$ cat config.mk
export PLATFORM = sky130hd
export DESIGN_NAME = alu_cmd_issuer_flat
export DESIGN_NICKNAME = d
export VERILOG_FILES = /design/src/rtl/alu_pkg.sv /design/src/rtl/alu_cmd_issuer_if.sv /design/src/rtl/alu_rsp_mux.sv /design/src/rtl/alu_cmd_issuer.sv /design/src/flat_wrapper.sv
export SDC_FILE = /design/constraint.sdc
export NUM_CORES = 1
export LEC_CHECK = 0
export BUFFER_PORTS_ARGS = -buffer_cell sky130_fd_sc_hd__buf_2
export CAP_MARGIN = 20
export CORE_ASPECT_RATIO = 0.8
export CORE_MARGIN = 3
export CORE_UTILIZATION = 30
export DETAILED_ROUTE_END_ITERATION = 6
export GPL_TIMING_DRIVEN = 1
export PLACE_DENSITY = 0.62
export SYNTH_ARGS = -nofsm -noshare
export SYNTH_HDL_FRONTEND = slang
export SYNTH_HIERARCHICAL = 1
export SYNTH_SLANG_ARGS = --single-unit
$ cat constraint.sdc
create_clock -name CLK -period 2.3 [get_ports CLK]
set_clock_uncertainty 0.2 [all_clocks]
set_input_delay 0.115 -clock CLK [delete_from_list [all_inputs] [get_ports CLK]]
set_output_delay 0.115 -clock CLK [all_outputs]
set_load 0.01 [all_outputs]
$ cat src/rtl/alu_pkg.sv
// Shared definitions for the ALU command issuer: unit selects, function codes and FSM states.
package alu_pkg;

    // Unit select, carried in ALU_FUN[3:2]
    localparam logic [1:0] UNIT_ARITH = 2'b00;
    localparam logic [1:0] UNIT_LOGIC = 2'b01;
    localparam logic [1:0] UNIT_CMP   = 2'b10;
    localparam logic [1:0] UNIT_SHIFT = 2'b11;

    // Full 4-bit ALU_FUN encodings: {unit, function within unit}
    typedef enum logic [3:0] {
        FUN_ADD     = 4'b0000,
        FUN_SUB     = 4'b0001,
        FUN_MUL     = 4'b0010,
        FUN_DIV     = 4'b0011,
        FUN_AND     = 4'b0100,
        FUN_OR      = 4'b0101,
        FUN_NAND    = 4'b0110,
        FUN_NOR     = 4'b0111,
        FUN_CMP_NOP = 4'b1000,
        FUN_CMP_EQ  = 4'b1001,
        FUN_CMP_GT  = 4'b1010,
        FUN_CMP_LT  = 4'b1011,
        FUN_SHR_A   = 4'b1100,
        FUN_SHL_A   = 4'b1101,
        FUN_SHR_B   = 4'b1110,
        FUN_SHL_B   = 4'b1111
    } alu_fun_e;

    // Issuer state machine: one operation in flight at a time
    typedef enum logic [1:0] {
        ST_IDLE  = 2'd0,
        ST_ISSUE = 2'd1,
        ST_WAIT  = 2'd2,
        ST_RESP  = 2'd3
    } issuer_state_e;

    // Unit addressed by a function code
    function automatic logic [1:0] fun_unit(input logic [3:0] fun);
        return fun[3:2];
    endfunction

endpackage

$ cat src/rtl/alu_cmd_issuer_if.sv
// Command and response handshakes between a command source/sink and the ALU issuer.
interface alu_cmd_issuer_if #(
    parameter int IN_DATA_WIDTH = 16,
    parameter int ARITH_WIDTH   = 2 * IN_DATA_WIDTH,
    parameter int TAG_WIDTH     = 4
);
    // Command channel
    logic                            cmd_valid;
    logic                            cmd_ready;
    logic        [3:0]               cmd_fun;
    logic signed [IN_DATA_WIDTH-1:0] cmd_a;
    logic signed [IN_DATA_WIDTH-1:0] cmd_b;
    logic        [TAG_WIDTH-1:0]     cmd_tag;

    // Response channel
    logic                            rsp_valid;
    logic                            rsp_ready;
    logic        [ARITH_WIDTH-1:0]   rsp_data;
    logic                            rsp_carry;
    logic        [TAG_WIDTH-1:0]     rsp_tag;
    logic                            rsp_err;

    // Source/sink side: issues commands, accepts responses
    modport master (
        output cmd_valid, cmd_fun, cmd_a, cmd_b, cmd_tag, rsp_ready,
        input  cmd_ready, rsp_valid, rsp_data, rsp_carry, rsp_tag, rsp_err
    );

    // Issuer side: accepts commands, produces responses
    modport slave (
        input  cmd_valid, cmd_fun, cmd_a, cmd_b, cmd_tag, rsp_ready,
        output cmd_ready, rsp_valid, rsp_data, rsp_carry, rsp_tag, rsp_err
    );

endinterface

$ cat src/rtl/alu_rsp_mux.sv
// Selects result data, valid flag and carry of the ALU unit addressed by the function code.
module alu_rsp_mux
    import alu_pkg::*;
#(
    parameter int IN_DATA_WIDTH = 16,
    parameter int ARITH_WIDTH   = 2 * IN_DATA_WIDTH
) (
    input  logic [1:0]               unit_i,
    input  logic [ARITH_WIDTH-1:0]   arith_out_i,
    input  logic                     carry_out_i,
    input  logic                     arith_flag_i,
    input  logic [IN_DATA_WIDTH-1:0] logic_out_i,
    input  logic                     logic_flag_i,
    input  logic [IN_DATA_WIDTH-1:0] cmp_out_i,
    input  logic                     cmp_flag_i,
    input  logic [IN_DATA_WIDTH-1:0] shift_out_i,
    input  logic                     shift_flag_i,
    output logic [ARITH_WIDTH-1:0]   data_o,
    output logic                     flag_o,
    output logic                     carry_o
);

    // Unit select; narrow results are unsigned bit patterns and are zero-extended
    always_comb begin
        // NOTE: every output gets a default before the case so no path leaves it unassigned (no latch).
        data_o  = '0;
        flag_o  = 1'b0;
        carry_o = 1'b0;
        case (unit_i)
            UNIT_ARITH: begin
                data_o  = arith_out_i;
                flag_o  = arith_flag_i;
                carry_o = carry_out_i;
            end
            UNIT_LOGIC: begin
                data_o = ARITH_WIDTH'(logic_out_i);
                flag_o = logic_flag_i;
            end
            UNIT_CMP: begin
                data_o = ARITH_WIDTH'(cmp_out_i);
                flag_o = cmp_flag_i;
            end
            default: begin
                data_o = ARITH_WIDTH'(shift_out_i);
                flag_o = shift_flag_i;
            end
        endcase
    end

endmodule

$ cat src/rtl/alu_cmd_issuer.sv
// Issues one command at a time to the signed ALU, waits for the selected unit's flag
// (bounded by MAX_WAIT cycles) and returns a tagged response.
module alu_cmd_issuer
    import alu_pkg::*;
#(
    parameter int IN_DATA_WIDTH = 16,
    parameter int ARITH_WIDTH   = 2 * IN_DATA_WIDTH,
    parameter int TAG_WIDTH     = 4,
    parameter int MAX_WAIT      = 4
) (
    input  logic                            CLK,
    input  logic                            RST,
    alu_cmd_issuer_if.slave                 bus,
    output logic signed [IN_DATA_WIDTH-1:0] A,
    output logic signed [IN_DATA_WIDTH-1:0] B,
    output logic        [3:0]               ALU_FUN,
    input  logic        [ARITH_WIDTH-1:0]   Arith_OUT,
    input  logic                            Carry_OUT,
    input  logic                            Arith_Flag,
    input  logic        [IN_DATA_WIDTH-1:0] Logic_OUT,
    input  logic                            Logic_Flag,
    input  logic        [IN_DATA_WIDTH-1:0] CMP_OUT,
    input  logic                            CMP_Flag,
    input  logic        [IN_DATA_WIDTH-1:0] Shift_OUT,
    input  logic                            Shift_Flag,
    output logic        [15:0]              op_count
);

    localparam int                WAIT_W    = $clog2(MAX_WAIT + 1);
    localparam logic [WAIT_W-1:0] WAIT_LAST = WAIT_W'(MAX_WAIT - 1);

    issuer_state_e              state_q;
    logic [IN_DATA_WIDTH-1:0]   a_q;
    logic [IN_DATA_WIDTH-1:0]   b_q;
    logic [3:0]                 fun_q;
    logic [TAG_WIDTH-1:0]       tag_q;
    logic [ARITH_WIDTH-1:0]     data_q;
    logic                       carry_q;
    logic                       err_q;
    logic                       valid_q;
    logic [15:0]                count_q;
    logic [15:0]                count_d;
    logic [WAIT_W-1:0]          wait_q;
    logic [WAIT_W-1:0]          wait_d;

    logic [ARITH_WIDTH-1:0]     sel_data;
    logic                       sel_flag;
    logic                       sel_carry;
    logic                       cmd_accept;

    alu_rsp_mux #(
        .IN_DATA_WIDTH (IN_DATA_WIDTH),
        .ARITH_WIDTH   (ARITH_WIDTH)
    ) u_rsp_mux (
        .unit_i       (fun_unit(fun_q)),
        .arith_out_i  (Arith_OUT),
        .carry_out_i  (Carry_OUT),
        .arith_flag_i (Arith_Flag),
        .logic_out_i  (Logic_OUT),
        .logic_flag_i (Logic_Flag),
        .cmp_out_i    (CMP_OUT),
        .cmp_flag_i   (CMP_Flag),
        .shift_out_i  (Shift_OUT),
        .shift_flag_i (Shift_Flag),
        .data_o       (sel_data),
        .flag_o       (sel_flag),
        .carry_o      (sel_carry)
    );

    // Ready is a pure decode of IDLE, held low while reset is applied
    assign bus.cmd_ready = RST && (state_q == ST_IDLE);
    assign cmd_accept    = bus.cmd_valid && bus.cmd_ready;
    assign wait_d        = wait_q + WAIT_W'(1);
    assign count_d       = count_q + 16'd1;

    // Control FSM with registered operand, response and counter outputs
    always_ff @(posedge CLK or negedge RST) begin
        if (!RST) begin
            state_q <= ST_IDLE;
            a_q     <= '0;
            b_q     <= '0;
            fun_q   <= '0;
            tag_q   <= '0;
            data_q  <= '0;
            carry_q <= 1'b0;
            err_q   <= 1'b0;
            valid_q <= 1'b0;
            count_q <= '0;
            wait_q  <= '0;
        end else begin
            // NOTE: non-blocking assignments so every register here updates from pre-edge values.
            case (state_q)
                ST_IDLE: begin
                    if (cmd_accept) begin
                        a_q     <= bus.cmd_a;
                        b_q     <= bus.cmd_b;
                        fun_q   <= bus.cmd_fun;
                        tag_q   <= bus.cmd_tag;
                        state_q <= ST_ISSUE;
                    end
                end
                ST_ISSUE: begin
                    // ALU samples the operands this cycle
                    wait_q  <= '0;
                    state_q <= ST_WAIT;
                end
                ST_WAIT: begin
                    if (sel_flag) begin
                        data_q  <= sel_data;
                        carry_q <= sel_carry;
                        err_q   <= 1'b0;
                        valid_q <= 1'b1;
                        state_q <= ST_RESP;
                    end else if (wait_q == WAIT_LAST) begin
                        data_q  <= '0;
                        carry_q <= 1'b0;
                        err_q   <= 1'b1;
                        valid_q <= 1'b1;
                        state_q <= ST_RESP;
                    end else begin
                        wait_q <= wait_d;
                    end
                end
                ST_RESP: begin
                    if (bus.rsp_ready) begin
                        valid_q <= 1'b0;
                        count_q <= count_d;
                        state_q <= ST_IDLE;
                    end
                end
                default: state_q <= ST_IDLE;
            endcase
        end
    end

    assign A             = a_q;
    assign B             = b_q;
    assign ALU_FUN       = fun_q;
    assign bus.rsp_valid = valid_q;
    assign bus.rsp_data  = data_q;
    assign bus.rsp_carry = carry_q;
    assign bus.rsp_tag   = tag_q;
    assign bus.rsp_err   = err_q;
    assign op_count      = count_q;

endmodule
$ cat src/flat_wrapper.sv
// flat-port wrapper written by rule: the top's interface ports become plain ports
module alu_cmd_issuer_flat import alu_pkg::*;
#(
    parameter int IN_DATA_WIDTH = 16,
    parameter int ARITH_WIDTH   = 2 * IN_DATA_WIDTH,
    parameter int TAG_WIDTH     = 4,
    parameter int MAX_WAIT      = 4
)
  (CLK, RST, A, B, ALU_FUN, Arith_OUT, Carry_OUT, Arith_Flag, Logic_OUT, Logic_Flag, CMP_OUT, CMP_Flag, Shift_OUT, Shift_Flag, op_count, bus_cmd_valid, bus_cmd_fun, bus_cmd_a, bus_cmd_b, bus_cmd_tag, bus_rsp_ready, bus_cmd_ready, bus_rsp_valid, bus_rsp_data, bus_rsp_carry, bus_rsp_tag, bus_rsp_err);
  alu_cmd_issuer_if #(.IN_DATA_WIDTH(IN_DATA_WIDTH), .ARITH_WIDTH(ARITH_WIDTH), .TAG_WIDTH(TAG_WIDTH)) bus_i ();
  input  logic CLK;
  input  logic RST;
  output logic signed [IN_DATA_WIDTH-1:0] A;
  output logic signed [IN_DATA_WIDTH-1:0] B;
  output logic        [3:0] ALU_FUN;
  input  logic        [ARITH_WIDTH-1:0] Arith_OUT;
  input  logic Carry_OUT;
  input  logic Arith_Flag;
  input  logic        [IN_DATA_WIDTH-1:0] Logic_OUT;
  input  logic Logic_Flag;
  input  logic        [IN_DATA_WIDTH-1:0] CMP_OUT;
  input  logic CMP_Flag;
  input  logic        [IN_DATA_WIDTH-1:0] Shift_OUT;
  input  logic Shift_Flag;
  output logic        [15:0] op_count;
  input wire logic [$bits(bus_i.cmd_valid)-1:0] bus_cmd_valid;
  input wire logic [$bits(bus_i.cmd_fun)-1:0] bus_cmd_fun;
  input wire logic [$bits(bus_i.cmd_a)-1:0] bus_cmd_a;
  input wire logic [$bits(bus_i.cmd_b)-1:0] bus_cmd_b;
  input wire logic [$bits(bus_i.cmd_tag)-1:0] bus_cmd_tag;
  input wire logic [$bits(bus_i.rsp_ready)-1:0] bus_rsp_ready;
  output wire logic [$bits(bus_i.cmd_ready)-1:0] bus_cmd_ready;
  output wire logic [$bits(bus_i.rsp_valid)-1:0] bus_rsp_valid;
  output wire logic [$bits(bus_i.rsp_data)-1:0] bus_rsp_data;
  output wire logic [$bits(bus_i.rsp_carry)-1:0] bus_rsp_carry;
  output wire logic [$bits(bus_i.rsp_tag)-1:0] bus_rsp_tag;
  output wire logic [$bits(bus_i.rsp_err)-1:0] bus_rsp_err;
  assign bus_i.cmd_valid = bus_cmd_valid;
  assign bus_i.cmd_fun = bus_cmd_fun;
  assign bus_i.cmd_a = bus_cmd_a;
  assign bus_i.cmd_b = bus_cmd_b;
  assign bus_i.cmd_tag = bus_cmd_tag;
  assign bus_i.rsp_ready = bus_rsp_ready;
  assign bus_cmd_ready = bus_i.cmd_ready;
  assign bus_rsp_valid = bus_i.rsp_valid;
  assign bus_rsp_data = bus_i.rsp_data;
  assign bus_rsp_carry = bus_i.rsp_carry;
  assign bus_rsp_tag = bus_i.rsp_tag;
  assign bus_rsp_err = bus_i.rsp_err;
  alu_cmd_issuer #(.IN_DATA_WIDTH(IN_DATA_WIDTH), .ARITH_WIDTH(ARITH_WIDTH), .TAG_WIDTH(TAG_WIDTH), .MAX_WAIT(MAX_WAIT)) u_core (.CLK(CLK), .RST(RST), .bus(bus_i), .A(A), .B(B), .ALU_FUN(ALU_FUN), .Arith_OUT(Arith_OUT), .Carry_OUT(Carry_OUT), .Arith_Flag(Arith_Flag), .Logic_OUT(Logic_OUT), .Logic_Flag(Logic_Flag), .CMP_OUT(CMP_OUT), .CMP_Flag(CMP_Flag), .Shift_OUT(Shift_OUT), .Shift_Flag(Shift_Flag), .op_count(op_count));
endmodule
# After elaboration in Yosys (flattened, before gate mapping)
# Index checks and enable logic that the tools add are counted.
[word_totals] ff_bits=96 in_bits=129 output_inout_bits=92 wordCells=57
[classes] addsub=2 eq_ne=11 mux=20 n_reduce_logical=13
[ops] op="32-bit case mux with 3 select lines" n=1
[ops] op="32-bit 2-to-1 mux" n=2
[ops] op="16-bit by 1-bit adder with 16-bit output, second input constant" n=1
[ops] op="3-bit AND reduction" n=3
[ops] op="2-bit 2-to-1 mux" n=4
[ops] op="2-bit case mux with 4 select lines" n=1
[ops] op="1-bit 2-to-1 mux" n=7
[ops] op="2-bit equality test, second input constant" n=3
[ops] op="3-bit 2-to-1 mux" n=2
[ops] op="2-bit inequality test, second input constant" n=3
[ops] op="3-bit case mux with 2 select lines" n=1
[ops] op="2-bit AND reduction" n=3
[ops] op="2-bit nonzero test" n=3
[ops] op="2-bit by 1-bit equality test with 1-bit output, second input constant" n=2
[ops] op="2-bit zero test" n=2
[ops] op="3-bit by 1-bit adder with 3-bit output, second input constant" n=1
[ops] op="3-bit by 2-bit equality test with 1-bit output, second input constant" n=1
[ops] op="3-bit by 1-bit inequality test with 1-bit output, second input constant" n=1
[ops] op="1-bit case mux with 3 select lines" n=1
[ops] op="1-bit logical AND" n=2
[ops] op="2-bit by 1-bit inequality test with 1-bit output, second input constant" n=1
[ops] op="1-bit case mux with 2 select lines" n=1

# Depth between registers and ports, before layout
[depth] ltp_word=5 depth_mapped=6 mapped_depth_nobuf=6

# Hierarchy
# The synthesis kept the hierarchy.
[modules_own_cells] module="alu_cmd_issuer" instances=1 cells_per_inst=257 area_per_inst_um2=3789.9 seq_area_each_um2=2402.3
[modules_own_cells] module="alu_rsp_mux" instances=1 cells_per_inst=42 area_per_inst_um2=588.1 seq_area_each_um2=0.0

# Least setup slack after synthesis
# Ideal clock, no wire load.
[synth_timing] path_type="reg-to-reg" from="register u_core.fun_q[2], in the netlist u_core/ALU_FUN[2]" to="register u_core.wait_q[1]" setup_time_ps=121 t_arrival_ps=1927 t_required_ps=1979 setup_slack_ps=52 stages_incl_launch_ff=6 path_buffers=1 period_less_slack_ps=2248 path_cell_list="dfrtp_1 buf_6 mux4_1 nor2_2 mux2_2 a22o_1"
[synth_between] elab_chain_len=4 word_cells_on_any_way=6 cone_classes="eq/ne (3); mux (1); reduce/logical (2)"
[synth_rtl] element="start: declaration" line_no="alu_cmd_issuer.sv:35" text="logic [3:0] fun_q;"
[synth_rtl] element="start signal: assignment" line_no="alu_cmd_issuer.sv:97" text="fun_q <= bus.cmd_fun;"
[synth_rtl] element="2-bit equality test (tied with other cells)" line_no="alu_rsp_mux.sv:29" text="case (unit_i)"
[synth_rtl] element="1-bit case mux with 3 select lines (*)" line_no="alu_rsp_mux.sv:29"
[synth_rtl] element="net u_core.sel_flag" line_no="alu_cmd_issuer.sv:47" text="logic sel_flag;"
[synth_rtl] element="2-bit inequality test (no source line) (*)"
[synth_rtl] element="3-bit AND reduction (no source line) (*)"
[synth_rtl] element="end signal: assignment" line_no="alu_cmd_issuer.sv:121" text="wait_q <= wait_d;"
[synth_rtl] element="end: declaration" line_no="alu_cmd_issuer.sv:43" text="logic [WAIT_W-1:0] wait_q;"
# The timed path passes the listed nets; every way through them passes the cells marked *.
# A chain may end at the register's enable or synchronous reset.

# Worst setup path after layout
# Ends and elaborated chain as after synthesis.

==> reports/metrics.json <==
{
  "outcome": "complete, no violations",
  "initial_utilization_pct": 31.4,
  "post_synth_most_frequent_cells": "sky130_fd_sc_hd__dfrtp_1 (96), sky130_fd_sc_hd__mux2_2 (37), sky130_fd_sc_hd__a22o_1 (35), sky130_fd_sc_hd__nor3b_1 (17), sky130_fd_sc_hd__mux4_2 (14)",
  "timing.rr.start": "u_core/ALU_FUN[2]$_DFFE_PN0P_",
  "area.sequential_um2": 2400,
  "n_fill_cell": 1276,
  "max_freq_mhz": 470,
  "antenna_fix_cells": 0,
  "dominantRegCellSynth": "sky130_fd_sc_hd__dfrtp_1",
  "maximum_number_of_pins_on_one_net_before_global_route_repair": 59,
  "clkSinkCount": 96,
  "global_route.overflow_total": 0,
  "power.leakage_nw": 3.25,
  "postRouteWirelength_um": 12100,
  "cell_type_contributing_the_most_total_cell_area_after_synthesis": "sky130_fd_sc_hd__dfrtp_1",
  "fp.dieArea_um2": 16100,
  "critical_path.endpoint_type": "register",
  "synth_top_cells_by_area": "sky130_fd_sc_hd__dfrtp_1 (55%), sky130_fd_sc_hd__mux2_2 (9.5%), sky130_fd_sc_hd__mux4_2 (7.2%)",
  "timing.hold.worst.start": "Arith_OUT[28]",
  "port_buffers": 220,
  "groute.usage.overall_pct": 15.2,
  "setup_viol": 0,
  "crit_path_launch": "u_core/ALU_FUN[2]$_DFFE_PN0P_",
  "h-tree-depth": 3,
  "antenna_violations_before_repair": 0,
  "cts.repair.resized": 0,
  "longest_clk_path_bufs": 2,
  "drv_cap": 0,
  "finalWeightedCongestion": 0.726,
  "hold_class": "input port to register",
  "dr.first_iter.drc_count": 113,
  "synthesized_nets": 436,
  "report.final.slew_viol_count": 0,
  "postSynthAreaPerCell_um2": 14.6,
  "power-per-cell-area_nw_per_um2": 1170,
  "cts_tree": "built",
  "worst_pin_slew_ns": 0.757,
  "hold_viol": 0,
  "multiInputGateArea_um2": 1840,
  "area_fraction_of_the_dominant_cell_type_after_synthesis_pct": 54.9,
  "avgRoutedWirePerCell_um": 16.1,
  "detailed_place_hpwl_um": 8430,
  "netlist-cell-type-count": 37,
  "p_int_mw": 4.91,
  "worstSetupStartpointType": "register",
  "power.ir.vdd_worst_uv": 561,
  "first_pass_grt_wire_length_um": 19600,
  "synth_seq_cells": 96,
  "mappedNetlistArea_um2": 4380,
  "finalCritPeriodShare_pct": 92.6,
  "vias_per_cell": 4.71,
  "antenna_left": 0,
  "design.core.area_um2": 13900,
  "clock_tree.root_cell": "sky130_fd_sc_hd__clkbuf_16",
  "worstPathRequired_ns": 2.33,
  "timing.slew.headroom_pct": 49.6,
  "path_clk_slew_ns": 0.06,
  "worst_skew_pair.late_latency_ns": 0.34,
  "die_w_um": 141,
  "worst-endpoint-arrival_ns": 2.16,
  "grt_setup_unrepaired": "no",
  "p_total_mw": 7.53,
  "swShare_pct": 34.8,
  "pwr-share-clk_pct": 21.0,
  "area_growth_pct": 47.6,
  "critical_path_class": "register to register",
  "dp_cell_count": 687,
  "asyncSetResetFlopFracSynth_pct": 100,
  "tritoncts.num_buffers": 9,
  "timing.final.crit_period_ns": 2.13,
  "worst-path-max-fanout": 5,
  "ys_seq_area_share_pct": 54.9,
  "syn-instance-count": 299,
  "drc": 0,
  "synth-edff-count": 0,
  "dr_total_vias": 3535,
  "std_cell_rows": 38,
  "finalNonFillerCells": 750,
  "final.setup.tns_ns": 0,
  "grt_pass1_vias": 3941,
  "synth.most_common_cell": "sky130_fd_sc_hd__dfrtp_1",
  "seqPwrFrac_pct": 36.6,
  "first_pass_iters": 4,
  "layout.nets": 704,
  "ys.warnings.count": 6,
  "comb_power_share_pct": 42.4,
  "post_route_cells_drive_above_1_share_pct": 53.2,
  "netSwitchingPower_mw": 2.62,
  "dieHeight_um": 114,
  "pin_count": 221
}
what timing repair did:
item / CTS / global route
hold buffers: 49 / 0
buffers inserted: 0 / 0
hold endpoints to repair: 86 / 0
area by class of cell:
class / count / area share, %
Inverter: 5 / 0.290
Clock buffer: 9 / 3.49
Timing Repair Buffer: 277 / 25.8
Clock inverter: 5 / 1.26
Multi-Input combinational cell: 178 / 28.5
Tap cell: 180 / 3.49
Sequential cell: 96 / 37.2
kinds of logic (layout without fill, tap and decap cells):
family          Yosys count  after routing  synth area share (%)
fa+ha+maj                 8              8                  2.29
simple gates             50             50                  7.95
buf+inv                  25            296                  3.23
xor+xnor                 16             16                  3.20
mux                      61             61                  20.3
flops                    96             96                  54.9
compound gates           43             43                  8.17
placed cells by master, fill, tap and decap left out, types with 2 or more instances in the layout:
| master | Yosys | layout |
|---|---|---|
| sky130_fd_sc_hd__a21oi_1 | 2 | 2 |
| sky130_fd_sc_hd__inv_1 | 5 | 5 |
| sky130_fd_sc_hd__bufinv_16 | 0 | 2 |
| sky130_fd_sc_hd__mux4_2 | 14 | 14 |
| sky130_fd_sc_hd__nand3_1 | 5 | 5 |
| sky130_fd_sc_hd__a22o_1 | 35 | 35 |
| sky130_fd_sc_hd__dlygate4sd3_1 | 0 | 49 |
| sky130_fd_sc_hd__clkbuf_16 | 0 | 9 |
| sky130_fd_sc_hd__xnor2_1 | 12 | 12 |
| sky130_fd_sc_hd__mux2_2 | 37 | 37 |
| sky130_fd_sc_hd__mux4_1 | 3 | 3 |
| sky130_fd_sc_hd__xor2_1 | 4 | 4 |
| sky130_fd_sc_hd__buf_4 | 0 | 8 |
| sky130_fd_sc_hd__nor3b_1 | 17 | 17 |
| sky130_fd_sc_hd__mux2_1 | 6 | 6 |
| sky130_fd_sc_hd__and2_1 | 2 | 2 |
| sky130_fd_sc_hd__nand2b_1 | 2 | 2 |
| sky130_fd_sc_hd__ha_1 | 8 | 8 |
| sky130_fd_sc_hd__dfrtp_1 | 96 | 95 |
| sky130_fd_sc_hd__nor4_4 | 2 | 2 |
| sky130_fd_sc_hd__nand4_1 | 2 | 2 |
| sky130_fd_sc_hd__buf_2 | 13 | 219 |
| sky130_fd_sc_hd__nand2_1 | 8 | 7 |
| sky130_fd_sc_hd__nor2_1 | 5 | 5 |
state kept, by name, indices dropped and copies added, names as in the netlist:
name	count
u_core/bus.rsp_carry	1
u_core/B	16
u_core/wait_q	3
u_core/bus.rsp_valid	1
u_core/A	16
u_core/bus.rsp_tag	4
u_core/op_count	16
u_core/bus.rsp_err	1
u_core/bus.rsp_data	32
u_core/state_q	2
u_core/ALU_FUN	4
final timing paths:
check / to / cells after the start / slack, ns
min in group asynchronous: u_core/A[6]$_DFFE_PN0P_ / 3 / 0.20
min: u_core/bus.rsp_data[28]$_DFFE_PN0P_ / 3 / 0.01
max in group asynchronous: u_core/ALU_FUN[2]$_DFFE_PN0P_ / 4 / 0.51
max reg2reg: u_core/wait_q[1]$_DFFE_PN0P_ / 4 / 0.17
min reg2reg: u_core/op_count[15]$_DFFE_PN0P_ / 1 / 0.27
max: u_core/wait_q[1]$_DFFE_PN0P_ / 4 / 0.17
routing by layer:
metal	track usage (%)	vias to the layer above	part of all wire, %
met3	4.01	17	6.0
met4	5.04	0	1.7
met5	0	-	0
met1	18.6	1746	42
met2	26.2	128	50
li1	-	1644	-
worst max-delay path: stages (launching register included):
cell and delay, ns:
sky130_fd_sc_hd__dfrtp_2 0.36, sky130_fd_sc_hd__mux4_1 0.62, sky130_fd_sc_hd__nor2_2 0.25, sky130_fd_sc_hd__mux2_2 0.37
sky130_fd_sc_hd__a22o_1 0.22
metrics by stage:
step | area, um2 | utilization [%] | setup slack (ns) | hold slack [ns]
final | 6460 | 46.4 | 0.171 | 0.0140
after global placement | 5660 | 40.7 | 0.222 | 0.0413
after global routing | 6460 | 46.4 | 0.0743 | 0.0126
after CTS | 6460 | 46.4 | 0.172 | 0.000249
after detailed placement | 5660 | 40.7 | 0.170 | 0.0341
after floorplan | 4380 | - | 0.0523 | -0.381
power groups by stage:
stage	sequential, mW	clock, mW	combinational [mW]
after floorplan	3.03	0	1.78
after global placement	2.76	0	3.07
after detailed placement	2.77	0	3.16
after CTS	2.76	1.64	3.22
after global routing	2.86	1.70	3.49
final	2.76	1.58	3.19
No activity file was read; power rests on OpenSTA's default activity.
